### config.mk
export PLATFORM = sky130hd
export DESIGN_NAME = fabric_irq_ctrl
export DESIGN_NICKNAME = d
export VERILOG_FILES = /design/src/rtl/fabric_irq_ctrl.sv
export SDC_FILE = /design/constraint.sdc
export NUM_CORES = 1
export LEC_CHECK = 0
export ABC_AREA = 1
export BUFFER_PORTS_ARGS = -buffer_cell sky130_fd_sc_hd__buf_2
export CAP_MARGIN = 10
export CORE_ASPECT_RATIO = 0.9
export CORE_MARGIN = 4
export CORE_UTILIZATION = 35
export CTS_BUF_LIST = sky130_fd_sc_hd__clkbuf_2
export DETAILED_ROUTE_END_ITERATION = 8
export SYNTH_ARGS = -nofsm -noshare
export SYNTH_HDL_FRONTEND = slang
export SYNTH_SLANG_ARGS = --single-unit
### constraint.sdc
create_clock -name PCLK -period 1 [get_ports PCLK]
set_input_delay 0.05 -clock PCLK [delete_from_list [all_inputs] [get_ports PCLK]]
set_output_delay 0.05 -clock PCLK [all_outputs]
set_load 0.05 [all_outputs]
### src/rtl/fabric_irq_ctrl.sv
// APB-mapped aggregator: synchronises, latches, masks and prioritises fabric interrupt sources.
// Optional soft-trigger register at 0x18 when FABRIC_IRQ_CTRL_SOFT_TRIG_EN is defined.
module fabric_irq_ctrl #(
    parameter int unsigned NUM_IRQ     = 8,
    parameter int unsigned SYNC_STAGES = 2
) (
    input  logic               PCLK,
    input  logic               PRESETN,
    input  logic [8:0]         PADDR,
    input  logic               PSEL,
    input  logic               PENABLE,
    input  logic               PWRITE,
    input  logic [7:0]         PWDATA,
    output logic [7:0]         PRDATA,
    input  logic [NUM_IRQ-1:0] IRQ_IN,
    output logic               IRQ_OUT
);

    localparam int unsigned DW = 8;

    localparam logic [2:0] A_PEND   = 3'd0;
    localparam logic [2:0] A_ENABLE = 3'd1;
    localparam logic [2:0] A_MODE   = 3'd2;
    localparam logic [2:0] A_CLEAR  = 3'd3;
    localparam logic [2:0] A_RAW    = 3'd4;
    localparam logic [2:0] A_ID     = 3'd5;
`ifdef FABRIC_IRQ_CTRL_SOFT_TRIG_EN
    localparam logic [2:0] A_SWTRIG = 3'd6;
`endif

    logic [SYNC_STAGES-1:0][NUM_IRQ-1:0] sync_q;
    logic [NUM_IRQ-1:0] sync_c;
    logic [NUM_IRQ-1:0] sync_d_q;
    logic [NUM_IRQ-1:0] pend_q, pend_d;
    logic [NUM_IRQ-1:0] en_q, en_d;
    logic [NUM_IRQ-1:0] mode_q, mode_d;
    logic [DW-1:0]      prdata_q, prdata_d;
    logic               irq_q, irq_d;

    logic               addr_ok_c;
    logic [2:0]         reg_idx_c;
    logic               wr_c;
    logic               rd_c;
    logic [NUM_IRQ-1:0] wdata_c;
    logic [NUM_IRQ-1:0] clr_c;
    logic [NUM_IRQ-1:0] mode_chg_c;
    logic [NUM_IRQ-1:0] edge_set_c;
    logic [NUM_IRQ-1:0] act_c;
    logic [DW-1:0]      id_c;
    logic [DW-1:0]      rdata_c;
    logic               found_c;
    logic               unused_c;

    // Byte-lane bits of the address carry no meaning in this map
    assign unused_c  = ^{PADDR[1:0], PWDATA};

    assign sync_c    = sync_q[SYNC_STAGES-1];
    assign addr_ok_c = (PADDR[8:5] == 4'd0);
    assign reg_idx_c = PADDR[4:2];
    assign wr_c      = PSEL & PENABLE & PWRITE & addr_ok_c;
    assign rd_c      = PSEL & ~PENABLE & ~PWRITE;
    assign wdata_c   = PWDATA[NUM_IRQ-1:0];
    assign act_c     = pend_q & en_q;

    // Register writes and per-source pending update
    always_comb begin
        en_d       = en_q;
        mode_d     = mode_q;
        clr_c      = '0;
        mode_chg_c = '0;
        edge_set_c = sync_c & ~sync_d_q;
        if (wr_c) begin
            case (reg_idx_c)
                A_ENABLE: en_d = wdata_c;
                A_MODE: begin
                    mode_d     = wdata_c;
                    mode_chg_c = mode_q ^ wdata_c;
                end
                A_CLEAR:  clr_c = wdata_c;
`ifdef FABRIC_IRQ_CTRL_SOFT_TRIG_EN
                A_SWTRIG: edge_set_c = edge_set_c | wdata_c;
`endif
                default: ;
            endcase
        end
        // Set sources are ORed after the clear so a coincident edge wins
        pend_d = (mode_q & ((pend_q & ~clr_c) | edge_set_c)) | (~mode_q & sync_c);
        pend_d = pend_d & ~mode_chg_c;
        irq_d  = |act_c;
    end

    // Lowest-index active source, 0xFF when none
    always_comb begin
        id_c    = 8'hFF;
        found_c = 1'b0;
        for (int i = 0; i < NUM_IRQ; i++) begin
            if (act_c[i] && !found_c) begin
                id_c    = 8'(i);
                found_c = 1'b1;
            end
        end
    end

    always_comb begin
        rdata_c = '0;
        if (addr_ok_c) begin
            case (reg_idx_c)
                A_PEND:   rdata_c = DW'(pend_q);
                A_ENABLE: rdata_c = DW'(en_q);
                A_MODE:   rdata_c = DW'(mode_q);
                A_RAW:    rdata_c = DW'(sync_c);
                A_ID:     rdata_c = id_c;
                default:  rdata_c = '0;
            endcase
        end
        prdata_d = rd_c ? rdata_c : prdata_q;
    end

    always_ff @(posedge PCLK or negedge PRESETN) begin
        if (!PRESETN) begin
            sync_q   <= '0;
            sync_d_q <= '0;
            pend_q   <= '0;
            en_q     <= '0;
            mode_q   <= '0;
            prdata_q <= '0;
            irq_q    <= 1'b0;
        end else begin
            sync_q   <= {sync_q[SYNC_STAGES-2:0], IRQ_IN};
            sync_d_q <= sync_c;
            pend_q   <= pend_d;
            en_q     <= en_d;
            mode_q   <= mode_d;
            prdata_q <= prdata_d;
            irq_q    <= irq_d;
        end
    end

    assign PRDATA  = prdata_q;
    assign IRQ_OUT = irq_q;

endmodule

==> results of run 1 <==
## kinds of logic (layout without fill, tap and decap cells)
| family | Yosys count | count (layout) |
|---|---|---|
| XOR/XNOR | 8 | 8 |
| AO/OA/AOI/OAI | 28 | 28 |
| AND/OR/NAND/NOR | 189 | 189 |
| flip-flops | 57 | 57 |
| buffers and inverters | 20 | 135 |
## layout make-up
| cell class | instances | area, um2 | share of cell area, % |
|---|---|---|---|
| sequential | 57 | 1430 | 38.2 |
| clock buffer | 9 | 45.0 | 1.21 |
| multi-input combinational | 225 | 1190 | 32.0 |
| clock inverter | 5 | 25.0 | 0.670 |
| inverter | 15 | 56.3 | 1.51 |
| tap | 93 | 116 | 3.12 |
| timing repair buffer | 106 | 872 | 23.4 |
## layout by cell type, fill, tap and decap left out
cell type and n:
nand2_1 106, dfrtp_1 57, buf_4 44, buf_2 27, nand3_1 24, nor2_1 24, dlygate4sd3_1 18, nand2_2 17
o21ai_2 16, buf_6 13, inv_1 12, clkbuf_2 9, a21oi_1 8, nor2_2 5, nor2_4 5, xnor2_1 5
nand3_2 4, buf_12 4, xnor2_2 3, inv_2 3, nand4_1 2, clkinv_1 2, clkinv_2 2, nand3_4 1
nand2_4 1, a211oi_4 1, o21ai_1 1, a21boi_1 1, o21ai_0 1, clkinvlp_4 1
## through the flow
step                instances  total power [mW]  setup slack [ns]
finish                    510              4.16            -0.127
global route              510              4.38            -0.204
CTS                       506              4.19            -0.155
detailed placement        470              3.01            -0.175
global placement          470              3.00            -0.152
floorplan                 302              2.72           -0.0446
## report_power, final
group / internal (mW) / switching [mW] / leakage, nW
sequential: 2.40 / 0.0529 / 0.720
combinational: 0.295 / 0.323 / 1.13
clock: 0.275 / 0.815 / 0.0485
total: 2.97 / 1.19 / 1.90
## per-layer routing
metal | up-vias | routed length [um]
met5 | - | 0
met4 | 0 | 67
met3 | 9 | 416
met2 | 66 | 2800
met1 | 1040 | 2800
li1 | 1184 | -
## flip-flops by register name (all words and copies together), names as in the netlist
register / cells
PRDATA: 8
en_q: 8
mode_q: 8
pend_q: 8
sync_c: 8
sync_d_q: 8
sync_q: 8
IRQ_OUT: 1
## worst max-delay path by stage
| stage | start | to | slack, ns | depth (start not counted) |
|---|---|---|---|---|
| finish | pend_q[6] | PRDATA[5] | -0.13 | 7 |
| global route | pend_q[6] | PRDATA[5] | -0.20 | 7 |
| CTS | PRDATA[2] | PRDATA[2] | -0.16 | 1 |
| detailed placement | pend_q[2] | PRDATA[0] | -0.17 | 8 |
| global placement | pend_q[0] | PRDATA[0] | -0.15 | 8 |
| floorplan | en_q[0] | PRDATA[0] | -0.04 | 8 |
## worst max-delay path, cell delays in order (launching register included)
cell     delay, ns
dfrtp_1       0.45
nand2_1       0.10
nand2_2       0.06
nor2_2        0.14
nand3_2       0.13
nand2_1       0.09
nand2_1       0.05
nand2_1       0.06
## timing repair
| action | in CTS | in global routing |
|---|---|---|
| endpoints found under the hold margin | 97 | 8 |
| endpoints found under the setup margin | 18 | 21 |
| pin swaps | 18 | 6 |
| buffers inserted | 5 | 4 |
| resized for setup | 30 | 15 |
==> metrics, run 1 <==
Distinct cells, synth 20; Synth Area in Adders 0%; Synth Instances 302; run status complete, but fails checks; number of core rows 29; total I/O pin count 39; M1 GR Usage 19.2%; initial core utilization 36.7%; Routed Antenna Nets 0; Detailed Routing Iterations Pass 1 4; FMAX 0.887 GHz; top post-synthesis cells by count nand2_1 (120), dfrtp_1 (57), nor2_1 (30), nand3_1 (27), o21ai_2 (16); ys async rst share 100%; post-synthesis xor/xnor area fraction 2.66%; worst vdd ir 0.751 mV; clk_lat worst skew 0.48 ns; Pleak 1.90 nW; crit path DAT 1.56 ns; Setup-failing EPs final 18; endpoints failing hold 8; Primary FF master, synth dfrtp_1; met2 Use GR 22.1%; Finished Core Util 52.0%; Net Count, Synth 332; worst relative slew slack 76.1%; final net count 444; RR Endpoint PRDATA[5]; hold_buf cts 18; total routed wirelength 6.08 mm; area of the core 7180 um2; failing checks negative hold slack, negative setup slack; diode count 0; Synth top area share 54.1%; CP endpoint kind flop; Hold Startpoint PWRITE; mux cell area share after synthesis 0%; first-pass GRT wire length 10.3 mm; Num CTS Buffers 9; RSZ-0062 raised after global routing true; Area Growth Syn to Fin 41.7%; GRT Max-Usage Layer met2; largest net degree at the start of global routing 58; final setup margin -0.127 ns; min Tclk post-route 1.13 ns; routed len/inst 11.9 um; Max Cap Viol 0; DIE HEIGHT 90.3 um; synthesized area 2640 um2; count leader, synth nand2_1; deepest clock path buffer count 2; Simple-Gate Fraction of Synth Area 30.8%; largest area contributor in the netlist dfrtp_1; GRT Overall Usage 14.4%; layout cells sized above 1 37.4%; clk sinks 57; EDFF count, synth 0; CTS H-tree lvls 3; Worst-path clk slew 0.15 ns; FF-to-FF Start pend_q[6]; design area 3730 um2; Hold Crit Depth 6; clock skew 0.0165 ns; met3 Track Usage GR 5.10%; post-synthesis sequential area ratio 54.1%; Slew Viols, Final 0; Seq cells post-synth 57; synthesized area per cell 8.73 um2; Worst setup SP type flop; worst hold slack -0.0302 ns; Ys Warns 0; setup TNS -1.82 ns; total power divided by cell area 1110 nW/um2; top post-synthesis cells by area dfrtp_1 (54%), nand2_1 (17%), o21ai_2 (5.3%), nand3_1 (5.1%), nor2_1 (4.3%); crit-path max FO 5; Reg2Reg Depth 7; compound-gate portion of the synthesized area 8.26%; initial antenna violation count 0; required time of the critical path 1.43 ns; via count of the first global-routing pass 2182; Hold WC Path Type input port to flop; Worst Setup Path Type flop to flop; gp weighted congestion 0.789; worst slew pin tran 0.357 ns; die width 99.5 um; Placed Area 3280 um2; largest family of logic cells by synthesized area simple AND/OR/NAND/NOR gates; DP HPWL 4.28 mm; Hold Crit Endpoint PRDATA[3]; grt ovf 0; via count 2299; die area 8990 um2; Buffers on Ports 36; CTS tree yes; Root Buffer clkbuf_2; vias per cell 4.51; FILL cells 686; initial drt markers 92; R2R setup slack -0.13 ns; Tcrit/Tclk final 113%; DRC Markers 0
Note: power is estimated with default switching activity, not from simulation.
==> inputs of run 2 (changes only) <==
--- a/config.mk
+++ b/config.mk
@@ -13,6 +13,8 @@
 export CORE_UTILIZATION = 35
 export CTS_BUF_LIST = sky130_fd_sc_hd__clkbuf_2
 export DETAILED_ROUTE_END_ITERATION = 8
+export PLACE_DENSITY_LB_ADDON = 0.3
+export RECOVER_POWER = 100
 export SYNTH_ARGS = -nofsm -noshare
 export SYNTH_HDL_FRONTEND = slang
 export SYNTH_SLANG_ARGS = --single-unit
==> run 2 against run 1 <==
Compared with the run above: the flow finishes with violations (negative setup slack); global-route usage is 0.18 points higher; register-to-register slack hardly changed; first-iteration DRC count is 8.7% higher; sequential cell count stayed put; die area stayed put; highest routed layer unchanged; non-clock buffer count stayed put; sequential share of layout area is 0.13 points higher; utilization is 0.17 points lower; largest power group unchanged; critical path type unchanged; worst setup slack worse by 0.0031 ns; worst hold slack better by 0.069 ns.
==> metrics, run 2 (synthesis gave the netlist of run 1 again) <==
run status complete, but fails checks; failing checks negative setup slack; Worst setup SP type flop; FMAX 0.885 GHz (-0.27%); Tot Pwr 4.43 mW (+6.7%); crit-path max cell delay 0.43 ns (-0.02 ns); setup TNS -1.81 ns (+0.0113 ns); commonest non-fill, non-tap cells in the layout nand2_1 (103), dfrtp_1 (57), buf_4 (30); Tcrit/Tclk final 113% (+0.31 points); Reg2Reg Depth 8 (+1); critical path depth 8 (+1); Hold Crit Depth 7 (+1); Setup-failing EPs final 19 (+1); worst path bufs/invs 0 (unchanged); crit-path leading delay family simple AND/OR/NAND/NOR gates; Worst Setup Path Type flop to flop; total I/O pin count 39 (unchanged); first-pass GRT wire length 10.3 mm (+0.54%); CP endpoint kind flop; total power divided by cell area 1190 nW/um2 (+7.0%); most used cell, CP nand2_1; largest net degree at the start of global routing 58 (unchanged); min Tclk post-route 1.13 ns (+0.00306 ns); crit-path max FO 4 (-1); vias per cell 4.51 (+0.13%); Pleak 1.87 nW (-1.5%); crit path DAT 1.53 ns (-0.03 ns); Num CTS Buffers 9 (unchanged); Root Buffer clkbuf_2; Worst-path clk slew 0.15 ns (about the same); FF-to-FF Start pend_q[0]; area of the core 7180 um2 (unchanged); clk_lat worst skew 0.49 ns (about the same); via count 2311 (+0.52%); required time of the critical path 1.40 ns (-0.03 ns); endpoints failing hold 0 (-8); sequence of cells on the critical path nand2_2 > nand2_2 > nor2_4 > nand2_1 > nand3_1 > nand2_1 > nand2_1 > nand2_1; die width 99.5 um (unchanged); number of core rows 29 (unchanged); deepest clock path buffer count 2 (unchanged); most common cell after layout, fill and taps aside nand2_1; DIE HEIGHT 90.3 um (unchanged); CTS H-tree lvls 3 (unchanged); Max Cap Viol 0 (unchanged); Area Growth Syn to Fin 41.2%; initial antenna violation count 0 (unchanged); Hold Crit Endpoint PRDATA[0]; pre-CTS setup slack -0.164 ns (+0.0111 ns); Hold Startpoint PADDR[7]; worst relative slew slack 48.0% (-28 points); gp weighted congestion 0.798 (+1.0%); die area 8990 um2 (unchanged); DP HPWL 4.30 mm (+0.40%); grt ovf 0 (unchanged); routed len/inst 12.3 um (+3.3%); clock skew 0.0130 ns (-0.00344 ns); Slew Viols, Final 0 (unchanged); Buffers on Ports 36 (unchanged); Detailed Routing Iterations Pass 1 4 (unchanged); initial core utilization 36.7% (unchanged); worst slew pin tran 0.780 ns (+0.423 ns); Routed Antenna Nets 0 (unchanged); final setup margin -0.130 ns (-0.00306 ns); RR Endpoint PRDATA[0]; DRC Markers 0 (unchanged); GRT Overall Usage 14.6% (+0.18 points); total routed wirelength 6.30 mm (+3.7%); final net count 444 (unchanged); initial drt markers 100 (+8.7%); layout cells sized above 1 35.8% (-1.6 points); clk sinks 57 (unchanged); via count of the first global-routing pass 2325 (+6.6%); CP max-delay cell dfrtp_1; worst vdd ir 0.822 mV (+9.4%); diode count 0 (unchanged); R2R setup slack -0.13 ns (about the same); Hold WC Path Type input port to flop; worst hold slack 0.0386 ns (+0.0688 ns); RSZ-0062 raised after global routing true; CTS tree yes
run 2: how the worst max path moves through the flow:
stage          slack, ns  startpoint        end
3_5_place_dp       -0.16   pend_q[1]  PRDATA[6]
4_1_cts            -0.15   PRDATA[1]  PRDATA[1]
6_report           -0.13   pend_q[0]  PRDATA[0]
5_1_grt            -0.21   pend_q[1]  PRDATA[0]
2_1_floorplan      -0.04     en_q[0]  PRDATA[0]
3_3_place_gp       -0.16    PADDR[6]  pend_q[4]
run 2: worst min-delay path: stages:
cell	delay (ns)
buf_2	0.09
nor2_2	0.03
nand2_2	0.07
buf_4	0.12
a211oi_4	0.05
nand2_1	0.06
nand2_1	0.04
run 2: power by group:
group / leakage, nW / internal (mW) / switching, mW
logic: 1.08 / 0.282 / 0.326
registers: 0.720 / 2.40 / 0.0549
clock network: 0.0684 / 0.572 / 0.802
run 2: through the flow:
| stage | instances | instance area [um2] | utilization (%) |
|---|---|---|---|
| floorplan | 302 | 2660 | - |
| global placement | 469 | 3250 | 45.2 |
| detailed placement | 469 | 3250 | 45.2 |
| CTS | 509 | 3700 | 51.4 |
| global route | 512 | 3720 | 51.8 |
| finish | 512 | 3720 | 51.8 |
run 2: area by class of cell:
| class | instances | area, um2 |
|---|---|---|
| fillers | 687 | 3460 |
| flip-flops and latches | 57 | 1430 |
| multi-input cells | 225 | 1210 |
| repair buffers | 106 | 815 |
| well taps | 93 | 116 |
| inverters | 15 | 56.3 |
| clock buffers | 11 | 55.1 |
| clock inverters | 5 | 46.3 |
run 2: timing repair:
action / in CTS / in global routing
setup buffers: 5 / 3
setup endpoints to repair: 18 / 20
pin swaps: 15 / 13
gates resized for setup: 38 / 15
hold buffers: 19 / 0
endpoints found under the hold margin: 97 / 0
run 2: routing by layer:
layer,share of wire [%],vias to the layer above,global-route usage (%),routed length [um]
met5,0,-,0,0
met2,47,64,24.0,2970
met4,1.3,0,5.01,84
met1,45,1048,18.0,2820
met3,6.6,10,4.86,419
li1,-,1189,-,-
